$ cat config.mk
export PLATFORM = sky130hd
export DESIGN_NAME = randsack_wb_arbiter
export DESIGN_NICKNAME = d
export VERILOG_FILES = /design/src/rtl/randsack_wb_arbiter.sv
export SDC_FILE = /design/constraint.sdc
export NUM_CORES = 1
export LEC_CHECK = 0
export CAP_MARGIN = 20
export CORE_AREA = 2 2 125 127
export DETAILED_ROUTE_END_ITERATION = 10
export DIE_AREA = 0 0 127 129
export GPL_TIMING_DRIVEN = 0
export HOLD_SLACK_MARGIN = 0.02
export SLEW_MARGIN = 20
export SYNTH_ARGS = -nofsm -noshare
export SYNTH_HDL_FRONTEND = slang
export SYNTH_SLANG_ARGS = --single-unit
$ cat constraint.sdc
create_clock -name clock -period 5.3 [get_ports clock]
set_input_delay 0.53 -clock clock [delete_from_list [all_inputs] [get_ports clock]]
set_output_delay 0.53 -clock clock [all_outputs]
set_load 0.02 [all_outputs]
$ cat src/rtl/randsack_wb_arbiter.sv
// rtl/randsack_wb_arbiter.sv - two-master round-robin Wishbone arbiter with per-transaction watchdog
module randsack_wb_arbiter #(
    parameter int              AW       = 32,
    parameter int              DW       = 32,
    parameter int              TIMEOUT  = 255,
    parameter logic [DW-1:0]   ERR_DATA = 32'hDEAD_BEEF
) (
    input  logic              clock,
    input  logic              resetb,

    input  logic              m0_cyc,
    input  logic              m0_stb,
    input  logic              m0_we,
    input  logic [DW/8-1:0]   m0_sel,
    input  logic [AW-1:0]     m0_adr,
    input  logic [DW-1:0]     m0_dat_w,
    output logic [DW-1:0]     m0_dat_r,
    output logic              m0_ack,
    output logic              m0_err,

    input  logic              m1_cyc,
    input  logic              m1_stb,
    input  logic              m1_we,
    input  logic [DW/8-1:0]   m1_sel,
    input  logic [AW-1:0]     m1_adr,
    input  logic [DW-1:0]     m1_dat_w,
    output logic [DW-1:0]     m1_dat_r,
    output logic              m1_ack,
    output logic              m1_err,

    output logic              s_cyc,
    output logic              s_stb,
    output logic              s_we,
    output logic [DW/8-1:0]   s_sel,
    output logic [AW-1:0]     s_adr,
    output logic [DW-1:0]     s_dat_w,
    input  logic [DW-1:0]     s_dat_r,
    input  logic              s_ack,

    output logic              busy,
    output logic              owner,
    output logic [7:0]        timeout_cnt
);

    typedef enum logic [1:0] {
        ST_IDLE  = 2'd0,
        ST_GRANT = 2'd1,
        ST_ERR   = 2'd2
    } state_e;

    localparam logic [7:0] WD_LAST = 8'(TIMEOUT - 1);

    state_e     state_q, state_d;
    logic       g_q, g_d;
    logic       last_q, last_d;
    logic [7:0] wd_q, wd_d;
    logic [7:0] tcnt_q, tcnt_d;

    logic            req0, req1;
    logic            mg_cyc, mg_stb, mg_we;
    logic [DW/8-1:0] mg_sel;
    logic [AW-1:0]   mg_adr;
    logic [DW-1:0]   mg_dat_w;

    assign req0 = m0_cyc & m0_stb;
    assign req1 = m1_cyc & m1_stb;

    // Request fields of the granted master; not registered, masters hold them stable.
    assign mg_cyc   = g_q ? m1_cyc   : m0_cyc;
    assign mg_stb   = g_q ? m1_stb   : m0_stb;
    assign mg_we    = g_q ? m1_we    : m0_we;
    assign mg_sel   = g_q ? m1_sel   : m0_sel;
    assign mg_adr   = g_q ? m1_adr   : m0_adr;
    assign mg_dat_w = g_q ? m1_dat_w : m0_dat_w;

    always_ff @(posedge clock or negedge resetb) begin
        if (!resetb) begin
            state_q <= ST_IDLE;
            g_q     <= 1'b0;
            last_q  <= 1'b1;
            wd_q    <= 8'd0;
            tcnt_q  <= 8'd0;
        end else begin
            state_q <= state_d;
            g_q     <= g_d;
            last_q  <= last_d;
            wd_q    <= wd_d;
            tcnt_q  <= tcnt_d;
        end
    end

    always_comb begin
        state_d  = state_q;
        g_d      = g_q;
        last_d   = last_q;
        wd_d     = wd_q;
        tcnt_d   = tcnt_q;

        s_cyc    = 1'b0;
        s_stb    = 1'b0;
        s_we     = 1'b0;
        s_sel    = '0;
        s_adr    = '0;
        s_dat_w  = '0;
        m0_ack   = 1'b0;
        m0_err   = 1'b0;
        m0_dat_r = '0;
        m1_ack   = 1'b0;
        m1_err   = 1'b0;
        m1_dat_r = '0;

        case (state_q)
            ST_IDLE: begin
                if (req0 | req1) begin
                    // On a tie the master that was not served last wins.
                    g_d     = (req0 & req1) ? ~last_q : req1;
                    wd_d    = 8'd0;
                    state_d = ST_GRANT;
                end
            end

            ST_GRANT: begin
                s_cyc   = mg_cyc;
                s_stb   = mg_stb;
                s_we    = mg_we;
                s_sel   = mg_sel;
                s_adr   = mg_adr;
                s_dat_w = mg_dat_w;
                if (g_q) begin
                    m1_ack   = s_ack;
                    m1_dat_r = s_dat_r;
                end else begin
                    m0_ack   = s_ack;
                    m0_dat_r = s_dat_r;
                end

                // Ack takes precedence over a watchdog expiry in the same cycle.
                if (s_ack || !mg_cyc) begin
                    last_d  = g_q;
                    state_d = ST_IDLE;
                end else if (wd_q == WD_LAST) begin
                    state_d = ST_ERR;
                end else begin
                    wd_d = wd_q + 8'd1;
                end
            end

            ST_ERR: begin
                if (g_q) begin
                    m1_err   = 1'b1;
                    m1_dat_r = ERR_DATA;
                end else begin
                    m0_err   = 1'b1;
                    m0_dat_r = ERR_DATA;
                end
                tcnt_d  = (tcnt_q == 8'hFF) ? tcnt_q : tcnt_q + 8'd1;
                last_d  = g_q;
                state_d = ST_IDLE;
            end

            default: begin
                state_d = ST_IDLE;
            end
        endcase
    end

    assign busy        = (state_q != ST_IDLE);
    assign owner       = g_q;
    assign timeout_cnt = tcnt_q;

endmodule
* Word-level counts from Yosys, hierarchy flattened
Cells that the tools add are included.
** Cells by class
- Reduce and logical (&&, ||, !) cells :: 11
- Equality and inequality tests :: 9
- Bitwise operators :: 6
- Multiplexer cells :: 37
- Add/sub/neg operators :: 2
** Operators with widths (count)
- $mux W32 :: 8
- $pmux W32 S2 :: 2
- $mux W8 :: 3
- $add A8 B1 Y8 const B :: 2
- $eq A8 B8 Y1 const B :: 2
- $mux W1 :: 16
- $pmux W8 S2 :: 1
- $mux W4 :: 2
- $ne A2 B2 Y1 const B :: 4
- $reduce_and A2 Y1 :: 4
- $mux W2 :: 3
- $reduce_bool A2 Y1 :: 3
- $pmux W2 S2 :: 1
- $reduce_and A4 Y1 :: 1
- $and A1 B1 Y1 :: 3
- $ne A3 B3 Y1 const B :: 1
- $eq A2 B1 Y1 const B :: 1
- $eq A2 B2 Y1 const B :: 1
- $logic_not A2 Y1 :: 1
- $not A1 Y1 :: 2
- $pmux W1 S2 :: 1
- $logic_not A1 Y1 :: 1
- $logic_or A1 B1 Y1 :: 1
- $or A1 B1 Y1 :: 1
** Word-level totals
- Input port bits :: 177
- Logic and storage cells :: 70
- Flip-flop bits (word level) :: 20

* Longest topological paths before layout
- Word-level depth :: 5
- Mapped depth :: 8
- Depth with buffers taken out :: 6

* Least setup slack after synthesis
Ideal clock, no wire load.
- Path kind :: reg2out
- Start point :: register state_q[1]
- End point :: output m0_dat_r[0]
- Arrival :: 1.810 ns
- Path buffers :: 3
- Cell stages (with the launch flop) :: 9
- Slack :: 2.960 ns
- Cell sequence :: dfrtp_1 inv_1 ha_1 buf_2 nor2b_1 clkbuf_1 buf_2 nand2_1 a21boi_0
** Between the ends
- Cells in the longest elaborated chain, start to end :: 2
** Ends and longest elaborated chain
- start: declaration :: line 53 : state_e state_q, state_d;
- start signal: assignment :: line 84 : state_q <= state_d;
- $eq A2 B2 Y1 or $eq A2 B1 Y1 (tied branches) :: line 112 : case (state_q)
- $pmux W32 S2 * :: line 112
- end: declaration :: line 17 : output logic [DW-1:0] m0_dat_r,
Every way passes the cells marked *; elsewhere a longest branch is shown, timed or not.

* Worst setup path after layout
- Start point :: register state_q[1]
- End point :: output s_dat_w[28]
** Between the ends
- Cells in the longest elaborated chain, start to end :: 2
** Ends and longest elaborated chain
- $eq A2 B1 Y1 :: line 112
- $mux W32 :: line 112
- end: declaration :: line 36 : output logic [DW-1:0] s_dat_w,
Every way passes these cells.

==> summary.md <==
| Metric | Value |
|---|---|
| Power per standard cell area | 425 nW/um2 |
| PostCTS Resize Cnt | 0 |
| Syn Std Cell Area | around 3100 um2 |
| Mapped Nets | 598 |
| Highest-count cells in the layout ignoring fill and taps | clkdlybuf4s50_1, nor2b_1, mux2i_1, nand2_1, a21boi_0 |
| Width of the chip | 127 um |
| Worst endpoint required time | 4.77 ns |
| Area growth syn-to-layout | 114% |
| YS warnings | 0 |
| Hold slack | 0.513 ns |
| CTS tree | built |
| DP HPWL | between 10000 and 15000 um |
| Total GRT Usage | 18.2% |
| Htree depth | 1 |
| Fmax | 0.298 GHz |
| Setup-failing EPs final | 0 |
| Post-route setup TNS | 0 ns |
| Clock Path Buffers | 2 |
| Clk sinks | 20 |
| Flops & latches, synth | 20 |
| Final Hold Vio Count | 0 |
| Actual slew at the worst max-slew pin | between 0.9 and 1 ns |
| DRC | 0 |
| FP Rows | 45 |
| RD Place Congestion | 0.815 |
| Number of max-cap violations | 0 |
| R2r endpoint | wd_q[7]$_DFFE_PN0P_ |
| XOR/XNOR share of the synthesized area | 1.96% |
| Adder-cell share of the synthesized area | approximately 2.4% |
| Vias/cell | 4.48 |
| WL final | 16300 um |
| Core Area | 15000 um2 |
| R2R depth | 6 |
| Outcome | completed |
| Worst setup startpoint | state_q[1]$_DFFE_PN0P_ |
| Final period utilization | 63.2% |
| DR iter-0 viols | 184 |
| Arr. time, crit path | about 2.8 ns |
| Final slew viol count | 0 |
| P_leak | 2.70 nW |
| IO Port Bufs | 325 |
| Setup CP Type | reg -> out |
| Initial antenna violation count | 0 |
| Antenna cells | 0 |
| Hold WC Path Type | reg -> reg |
| DR WL/cell | 17.5 um |
| Simple-Gate Fraction of Synth Area | 31.2% |
| VDD IR max | 154 uV |
| Main combinational cell family by area after synthesis | simple AND/OR/NAND/NOR gates |
| Critical R2R Launch | wd_q[0]$_DFFE_PN0P_ |
| Compound-gate portion of the synthesized area | 18.4% |
| Commonest non-fill, non-tap cell in the layout | clkdlybuf4s50_1 |
| CTS Hold Bufs | 0 |
| Distinct cells, synth | 37 |
| Hold Path End | timeout_cnt[2]$_DFFE_PN0P_ |
| Crit path max fanout | 10 |
| Slew margin rel. | between 30% and 40% |
| Largest net degree at the start of global routing | 21 |
| Die footprint | 16400 um2 |
| Tot Pwr | 2.84 mW |
| Setup slack, reg-to-reg | 3.40 ns |
| Hold depth | 1 |
| Setup crit end kind | output port |
| Layout cell share with drive strength beyond 1 | ~3.2% |
| Syn Area/Cell | 7.53 um2 |
| Clk Latency, worst-skew pair | 0.25 ns |
| Setup Skew | 0.00402 ns |
| First-pass GRT wire length | between 20000 and 25000 um |
| Die height | 129 um |
| Vias | 4178 |
| Number of CTS-inserted buffers | 3 |
| Io pins | between 300 and 400 |
| Multiplexer area fraction after synthesis | 23.6% |
| Starting Density | 20.9% |
| RSZ-0062 raised after global routing | false |
| Grt total ovfl | 0 |
| Worst hold start | timeout_cnt[2]$_DFFE_PN0P_ |
| Number of global-route vias before repair | ~4200 |
| First-pass DRT Iterations | 4 |
| Final worst path period need | 3.35 ns |
| CP Launch Type | flop |
| Worst-path clk slew | 0.06 ns |
| Root Buffer | clkbuf_16 |
| Layout Nets | 928 |
| ANT nets after route | 0 |
| Setup Fix Bufs, Post-CTS | 0 |
| Sequential element share of the synthesized area | 16.1% |
| Post-Synthesis Cells | 415 |
## flip-flops by register name (all words and copies together), names as in the netlist
| signal | cells |
|---|---|
| last_q | 1 |
| owner | 1 |
| state_q | 2 |
| timeout_cnt | 8 |
| wd_q | 8 |
## per-layer routing
metal	vias up	global-route usage, %	share of wire, %
li1	2071	-	-
met1	1930	22.4	40
met2	153	32.0	51
met3	24	4.24	6.7
met4	0	5.04	2.4
met5	-	0	0
## cell type report
type	instances	area [um2]
Timing Repair Buffer	325	3250
Multi-Input combinational cell	348	2420
Sequential cell	20	502
Clock buffer	4	78.8
Fill cell	1463	8290
Buffer	38	165
Tap cell	188	235
Inverter	9	33.8
## cells in the mapped netlist
master	count	share of area, %
nor2b_1	71	14
mux2i_1	70	22
nand2_1	66	7.9
a21boi_0	48	12
clkbuf_1	24	2.9
nor2_1	21	2.5
dfrtp_1	19	15
buf_2	12	1.9
inv_1	9	1.1
a211o_1	7	2.0
ha_1	6	2.4
nand3_1	6	0.96
nor4_1	6	1.2
o211a_1	5	1.6
xor2_1	5	1.4
a21oi_1	4	0.64
and3_1	4	0.80
nand2b_1	4	0.80
and2_1	3	0.60
buf_4	2	0.48
mux2_2	2	0.72
nand4_1	2	0.40
nor3_1	2	0.32
nor4b_1	2	0.56
o21ai_0	2	0.32
xnor2_1	2	0.56
a21o_1	1	0.24
a221o_1	1	0.32
dfstp_2	1	0.84
mux2_4	1	0.48
nand4_2	1	0.40
nor3b_1	1	0.24
o2111ai_4	1	0.84
o311a_1	1	0.32
o31ai_1	1	0.24
o31ai_2	1	0.40
or3_1	1	0.20
## per-stage QoR
step	std cells	utilization (%)	area (um2)	setup slack, ns
after global routing	932	44.7	6690	1.68
final	932	44.7	6690	1.95
after CTS	932	44.7	6690	1.88
after global placement	928	44.2	6610	2.26
after floorplan	415	-	3120	2.96
after detailed placement	928	44.2	6610	2.20
## kinds of logic after synthesis
kind of cell    after synthesis
simple gates                190
mux                          73
compound gates               72
buf+inv                      47
flops                        20
xor+xnor                      7
fa+ha+maj                     6
## critical path, cell delays in order (launching register included)
cell,delay (ns)
dfrtp_1,0.39
inv_1,0.09
ha_1,0.14
buf_2,0.20
clkbuf_1,0.43
clkbuf_1,0.36
nor2b_1,0.30
clkdlybuf4s50_1,0.65
## where the power goes
| group | leakage [nW] | switching [mW] | internal, mW | total [mW] |
|---|---|---|---|---|
| Clock | 0.0382 | 0.0544 | 0.102 | 0.157 |
| Sequential | 0.263 | 0.0401 | 0.195 | 0.235 |
| Combinational | 2.40 | 1.29 | 1.15 | 2.45 |
## how the worst max path moves through the flow
stage / to / depth (start not counted) / slack [ns]
floorplan: m0_dat_r[0] / 8 / 2.96
global placement: s_dat_w[2] / 7 / 2.26
detailed placement: s_dat_w[2] / 7 / 2.20
CTS: s_dat_w[2] / 7 / 1.88
global route: s_dat_w[2] / 7 / 1.68
finish: s_dat_w[28] / 7 / 1.95
Power figures use the tool's default switching activity.
